`src/rtl/size_exploration_pkg.sv`:
```
// Shared types and constants for the size-exploration sequential harness.
// Mode names are 32-bit packed strings so they can be compared at elaboration time.
package size_exploration_pkg;

    typedef enum logic [1:0] {
        IDLE = 2'd0,
        RUN  = 2'd1,
        DONE = 2'd2
    } fsm_state_t;

    localparam logic [31:0] MODE_ADD  = {8'h00, "ADD"};
    localparam logic [31:0] MODE_MULT = "MULT";
    localparam logic [31:0] MODE_MAC  = {8'h00, "MAC"};

    function automatic int unsigned res_width(input logic [31:0] mode,
                                              input int unsigned width,
                                              input int unsigned acc_width);
        if (mode == MODE_ADD)      return width + 1;
        else if (mode == MODE_MAC) return acc_width;
        else                       return 2 * width;
    endfunction

endpackage

```
`src/rtl/size_exploration_seq_harness_mult.sv`:
```
// WIDTH-cycle unsigned shift-add multiplier. Bit 0 of the multiplier is consumed on
// the load edge, so done_pulse rises one cycle before the WIDTH-th cycle after load ends.
module seq_shift_add_mult #(
    parameter int unsigned WIDTH = 8
) (
    input  logic                 clk,
    input  logic                 rst_n,
    input  logic                 en,
    input  logic                 load,
    input  logic [WIDTH-1:0]     a,
    input  logic [WIDTH-1:0]     b,
    output logic                 busy,
    output logic                 done_pulse,
    output logic [2*WIDTH-1:0]   product
);
    localparam int unsigned CNT_W = $clog2(WIDTH) + 1;
    localparam logic [CNT_W-1:0] LAST = CNT_W'(WIDTH - 1);

    logic [2*WIDTH-1:0] mcand;
    logic [2*WIDTH-1:0] acc;
    logic [2*WIDTH-1:0] partial;
    logic [2*WIDTH-1:0] step_sum;
    logic [2*WIDTH-1:0] a_ext;
    logic [WIDTH-1:0]   mplier;
    logic [CNT_W-1:0]   cnt;

    assign a_ext    = {{WIDTH{1'b0}}, a};
    assign partial  = mplier[0] ? mcand : '0;
    assign step_sum = acc + partial;

    always_ff @(posedge clk or negedge rst_n) begin
        if (!rst_n) begin
            mcand      <= '0;
            acc        <= '0;
            mplier     <= '0;
            cnt        <= '0;
            busy       <= 1'b0;
            done_pulse <= 1'b0;
            product    <= '0;
        end else if (en) begin
            done_pulse <= 1'b0;
            if (load && !busy) begin
                acc    <= b[0] ? a_ext : '0;
                mcand  <= a_ext << 1;
                mplier <= b >> 1;
                cnt    <= CNT_W'(1);
                busy   <= 1'b1;
            end else if (busy) begin
                acc    <= step_sum;
                mcand  <= mcand << 1;
                mplier <= mplier >> 1;
                if (cnt == LAST) begin
                    busy       <= 1'b0;
                    done_pulse <= 1'b1;
                    product    <= step_sum;
                end else begin
                    cnt <= cnt + CNT_W'(1);
                end
            end
        end
    end

endmodule

```
`src/rtl/size_exploration_seq_harness.sv`:
```
// Tile top: serial operand load, start/busy/done FSM around an ADD, MULT or MAC kernel,
// registered result read back byte-wise on uo_out.
module size_exploration_seq_harness
    import size_exploration_pkg::*;
#(
    parameter int unsigned WIDTH     = 8,
    parameter logic [31:0] MODE      = MODE_MULT,
    parameter int unsigned ACC_WIDTH = 20
) (
    input  logic       clk,
    input  logic       rst_n,
    input  logic       ena,
    input  logic [7:0] ui_in,
    output logic [7:0] uo_out,
    input  logic [7:0] uio_in,
    output logic [7:0] uio_out,
    output logic [7:0] uio_oe
);
    localparam int unsigned RES_W  = res_width(MODE, WIDTH, ACC_WIDTH);
    localparam bit          IS_ADD = (MODE == MODE_ADD);
    localparam bit          IS_MAC = (MODE == MODE_MAC);

    fsm_state_t         state;
    logic               start_q;
    logic               overflow;
    logic [WIDTH-1:0]   op_a, op_b, op_a_nxt, op_b_nxt;
    logic [RES_W-1:0]   result;
    logic [RES_W:0]     mac_sum;
    logic [63:0]        res_ext;
    logic               start_edge, shift_now, mult_load;
    logic               mult_busy, mult_done;
    logic [2*WIDTH-1:0] mult_product;
    logic               unused_sink;

    assign start_edge = ui_in[3] & ~start_q;
    assign shift_now  = ui_in[2] && (state != RUN);
    // The multiplier loads the post-shift operands so a shift and a start in the same
    // cycle behave exactly like the inline ADD path.
    assign op_a_nxt   = shift_now ? {op_a[WIDTH-2:0], ui_in[0]} : op_a;
    assign op_b_nxt   = shift_now ? {op_b[WIDTH-2:0], ui_in[1]} : op_b;
    assign mult_load  = start_edge && (state != RUN);
    assign mac_sum    = {1'b0, result} + (RES_W + 1)'(mult_product);

    if (IS_ADD) begin : g_add_only
        assign mult_busy    = 1'b0;
        assign mult_done    = 1'b0;
        assign mult_product = '0;
    end else begin : g_mult
        seq_shift_add_mult #(.WIDTH(WIDTH)) u_mult (
            .clk        (clk),
            .rst_n      (rst_n),
            .en         (ena),
            .load       (mult_load),
            .a          (op_a_nxt),
            .b          (op_b_nxt),
            .busy       (mult_busy),
            .done_pulse (mult_done),
            .product    (mult_product)
        );
    end

    always_ff @(posedge clk or negedge rst_n) begin
        if (!rst_n) begin
            state    <= IDLE;
            start_q  <= 1'b0;
            op_a     <= '0;
            op_b     <= '0;
            result   <= '0;
            overflow <= 1'b0;
        end else if (ena) begin
            start_q <= ui_in[3];
            op_a    <= op_a_nxt;
            op_b    <= op_b_nxt;
            case (state)
                IDLE, DONE: begin
                    if (IS_MAC && ui_in[7]) begin
                        result   <= '0;
                        overflow <= 1'b0;
                    end
                    if (start_edge) state <= RUN;
                end
                RUN: begin
                    if (IS_ADD) begin
                        result <= RES_W'({1'b0, op_a} + {1'b0, op_b});
                        state  <= DONE;
                    end else if (mult_done) begin
                        if (IS_MAC) begin
                            result   <= mac_sum[RES_W-1:0];
                            overflow <= overflow | mac_sum[RES_W];
                        end else begin
                            result <= RES_W'(mult_product);
                        end
                        state <= DONE;
                    end
                end
                default: state <= IDLE;
            endcase
        end
    end

    assign res_ext     = 64'(result);
    assign uo_out      = res_ext[{ui_in[6:4], 3'b000} +: 8];
    assign uio_out     = {3'b000, state, overflow, state == DONE, state == RUN};
    assign uio_oe      = 8'hFF;
    assign unused_sink = &{1'b0, uio_in, mult_busy, mult_load};

endmodule

```
`config.mk`:
```
export PLATFORM = sky130hd
export DESIGN_NAME = size_exploration_seq_harness
export DESIGN_NICKNAME = d
export VERILOG_FILES = /design/src/rtl/size_exploration_pkg.sv /design/src/rtl/size_exploration_seq_harness_mult.sv /design/src/rtl/size_exploration_seq_harness.sv
export SDC_FILE = /design/constraint.sdc
export NUM_CORES = 1
export LEC_CHECK = 0
export ABC_AREA = 1
export CAP_MARGIN = 20
export CORE_AREA = 2 2 103 105
export CTS_BUF_LIST = sky130_fd_sc_hd__clkbuf_16
export DETAILED_ROUTE_END_ITERATION = 16
export DIE_AREA = 0 0 105 107
export MAX_ROUTING_LAYER = met4
export PLACE_DENSITY = 0.73
export SLEW_MARGIN = 20
export SYNTH_ARGS = -nofsm -noshare
export SYNTH_HDL_FRONTEND = slang
export SYNTH_SLANG_ARGS = --single-unit
```
`constraint.sdc`:
```
create_clock -name clk -period 1.9 [get_ports clk]
set_input_delay 0.285 -clock clk [delete_from_list [all_inputs] [get_ports clk]]
set_output_delay 0.285 -clock clk [all_outputs]
set_load 0.02 [all_outputs]
```
==> load_flow_metrics.sql <==
INSERT INTO impl_metrics (metric_group, metric, value, unit) VALUES
('power', 'irDropWorstVdd', '0.000718', 'V'),
('cells_and_area', 'fillers', '874', ''),
('die', 'effective_utilization_at_floorplan', '51.7', '%'),
('setup_path', 'worst_setup_path_end_kind', 'flip-flop', ''),
('sta', 'worst_hold_slack', '0.434', 'ns'),
('grt', 'grt_overflow_total', '0', ''),
('place', 'gp_routability_congestion', '0.891', ''),
('setup_path', 'regToRegStartpoint', 'g_mult.u_mult.mplier[0]$_DFFE_PN0P_', ''),
('run', 'cap_violations', '0', ''),
('clock_tree', 'clkLatencyLatePin', '0.34', 'ns'),
('yosys', 'ys.flop_type', 'sky130_fd_sc_hd__dfrtp_1', ''),
('place', 'hpwl', '8.27', 'mm'),
('die', 'die_x', '105', 'um'),
('die', 'placeableCoreArea', '10100', 'um^2'),
('yosys', 'post_synth_instance_area', '5220', 'um^2'),
('yosys', 'post_synth_xor_area_fraction', '1.51', '%'),
('yosys', 'synthCells', '655', ''),
('grt', 'number_of_global_route_vias_before_repair', '4202', ''),
('grt', 'grtUsageTotal', '22.3', '%'),
('setup_path', 'timing.critical_path.fanout_max', '7', ''),
('yosys', 'synth-adder-area-share', '3.98', '%'),
('clock_tree', 'cts_tree', 'done', ''),
('power', 'power.leakage', '0.00335', 'uW'),
('yosys', 'synthesis_stage_register_bit_count', '95', ''),
('setup_path', 'critPathLaunch', 'g_mult.u_mult.mplier[0]$_DFFE_PN0P_', ''),
('sta', 'skew', '0.0106', 'ns'),
('setup_path', 'startpoint_type', 'flip-flop', ''),
('clock_tree', 'clkSlewWorstSetupHoldPaths', '0.07', 'ns'),
('setup_path', 'arrival', '2.12', 'ns'),
('run_status', 'run_status', 'finished clean', ''),
('die', 'io_pins', '43', ''),
('cells_and_area', 'multi_input_area', '2730', 'um^2'),
('sta', 'timing.final.setup_violations', '0', ''),
('yosys', 'mux_share_of_post_synthesis_cell_area', '3.21', '%'),
('cells_and_area', 'areaGrowthSynthToFinish', '23.4', '%'),
('grt', 'grt_pass1_wl', '19.5', 'mm'),
('cells_and_area', 'antenna-diode-count', '0', ''),
('cells_and_area', 'num-nets-final', '734', ''),
('setup_path', 'worstPathRequired', '2.13', 'ns'),
('yosys', 'synth_warnings', '1', ''),
('route', 'post_drt_wl_per_cell', '13.9', 'um'),
('clock_tree', 'clock_path_buffers', '2', ''),
('yosys', 'synth_enable_flop_cells', '0', ''),
('place', 'port_buffers', '21', ''),
('cells_and_area', 'final-seq-area', '2380', 'um^2'),
('die', 'fp.dieArea', '11200', 'um^2'),
('yosys', 'async_reset_ff_share', '100', '%'),
('route', 'vias_per_cell', '5.02', ''),
('yosys', 'yosys.area_share.simple', '24.5', '%'),
('yosys', 'synthDistinctLibCells', '41', ''),
('sta', 'unrepaired_setup_endpoints_after_global_routing', 'true', ''),
('route', 'drt_pass1_iterations', '4', ''),
('setup_path', 'path_class', 'flip-flop to flip-flop', ''),
('die', 'die-height', '107', 'um'),
('worst_hold_path', 'timing.hold.worst.class', 'input pin to asynchronous set/reset pin', ''),
('route', 'drt-total-wl', '11.7', 'mm'),
('sta', 'final_max_slew_viol_count', '0', ''),
('route', 'route.antenna.remaining_nets', '0', ''),
('sta', 'min_period', '1.89', 'ns'),
('sta', 'finalHoldViolCount', '0', ''),
('clock_tree', 'clock-root-buffer', 'sky130_fd_sc_hd__clkbuf_16', ''),
('sta', 'timing.setup.tns', '0', 'ns'),
('route', 'vias', '4217', ''),
('sta', 'achievable-frequency', '530', 'MHz'),
('grt', 'pin_count_of_the_biggest_net_entering_global_routing', '36', ''),
('cells_and_area', 'layout_common_cells', '182 x sky130_fd_sc_hd__nand2_1, 93 x sky130_fd_sc_hd__dfrtp_1, 77 x sky130_fd_sc_hd__inv_1, 38 x sky130_fd_sc_hd__o21ai_0, 30 x sky130_fd_sc_hd__buf_4', ''),
('grt', 'antenna_found_initial', '0', ''),
('clock_tree', 'cts.sinks', '95', ''),
('setup_path', 'reg2regPathDepth', '13', ''),
('clock_tree', 'cts-buffers-inserted', '9', ''),
('place', 'dp_cells', '818', '');
-- synth_stat cells, drive strengths merged, types with 2 or more instances --
cell type,instances,area (um^2)
o21ai,52,268
o211ai,3,22.5
o22ai,6,37.5
inv,93,349
o221ai,6,52.6
buf,26,204
nand2,218,838
xor2,7,61.3
mux2,11,158
clkbuf,8,30.0
nand3,37,200
ha,15,188
nor3,7,35.0
a22oi,4,30.0
nand3b,3,22.5
a21oi,14,81.3
dfrtp,95,2380
nor2,34,145
xnor2,2,17.5
or2,3,18.8
conb,2,7.51
nand4,3,18.8
o31ai,2,15.0
-- worst max-delay path: stages (launching register included) --
cell	delay, ns
sky130_fd_sc_hd__dfrtp_2	0.45
sky130_fd_sc_hd__buf_6	0.15
sky130_fd_sc_hd__nand2_1	0.07
sky130_fd_sc_hd__inv_2	0.06
sky130_fd_sc_hd__ha_4	0.29
sky130_fd_sc_hd__nand2_2	0.07
sky130_fd_sc_hd__nor2_4	0.12
sky130_fd_sc_hd__inv_1	0.07
sky130_fd_sc_hd__nor2_4	0.13
sky130_fd_sc_hd__nand2_4	0.06
sky130_fd_sc_hd__nand2_1	0.09
sky130_fd_sc_hd__nand2_2	0.07
sky130_fd_sc_hd__nand3_2	0.08
sky130_fd_sc_hd__nand2_1	0.06
-- registers in the layout, indices dropped and copies added (netlist names) --
register / cells
state: 2
start_q: 1
g_mult.u_mult.cnt: 4
g_mult.u_mult.mcand: 15
g_mult.u_mult.busy: 1
result: 16
op_b: 8
g_mult.u_mult.done_pulse: 1
g_mult.u_mult.product: 16
op_a: 8
g_mult.u_mult.mplier: 7
g_mult.u_mult.acc: 16
-- path summary, 6_finish.rpt --
check | end | slack [ns]
setup reg to reg | g_mult.u_mult.product[15]$_DFFE_PN0P_ | 0.01
setup / recovery | g_mult.u_mult.product[15]$_DFFE_PN0P_ | 0.01
min in group clk | g_mult.u_mult.product[11]$_DFFE_PN0P_ | 0.48
hold reg to reg | g_mult.u_mult.product[11]$_DFFE_PN0P_ | 0.48
hold / removal | result[1]$_DFFE_PN0P_ | 0.43
max in group asynchronous | g_mult.u_mult.mcand[11]$_DFFE_PN0P_ | 0.87
-- stage by stage --
stage / total power (uW) / cell area [um^2] / setup slack [ns] / util (%)
CTS: 7570 / 6080 / -0.00565 / 60.2
global route: 8520 / 6440 / -0.0890 / 63.8
detailed placement: 5610 / 5670 / -0.316 / 56.2
finish: 7940 / 6440 / 0.0143 / 63.8
floorplan: 4870 / 5270 / 0.000916 / -
global placement: 5500 / 5670 / -0.200 / 56.2
-- area by class of cell --
class                           instances  share of cell area, %
Multi-Input combinational cell        443                   42.3
Clock inverter                          7                   1.22
Clock buffer                            9                   3.50
Tap cell                              136                   2.64
Sequential cell                        95                   36.9
Inverter                               93                   5.42
Timing Repair Buffer                   57                   7.96
-- where the power goes --
part           switching, uW  internal [uW]
clock network            792           1030
logic                   1620           1250
registers                514           2730
total                   2920           5010
-- timing repair --
action,4_1_cts,5_1_grt
cloned,0,1
pin swaps,6,30
hold buffers,1,0
setup buffers,0,4
endpoints found under the hold margin,31,0
resized for setup,28,102
setup endpoints to repair,24,32
-- cell families after synthesis --
| group | Yosys count |
|---|---|
| buffers and inverters | 127 |
| adder cells (fa/ha/maj) | 16 |
| multiplexers | 12 |
| flip-flops | 95 |
| XOR/XNOR | 9 |
| AND/OR/NAND/NOR | 305 |
| AO/OA/AOI/OAI | 89 |
| other | 2 |
-- layer usage --
metal | wire, um | vias up | share of wire (%) | GRT usage, %
met4 | 195 | 0 | 1.7 | 7.14
met2 | 5800 | 75 | 50 | 37.0
li1 | - | 2142 | - | -
met1 | 5430 | 1986 | 46 | 28.1
met3 | 270 | 14 | 2.3 | 3.89
met5 | 0 | - | 0 | -
No activity file was read; power rests on OpenSTA's default activity.
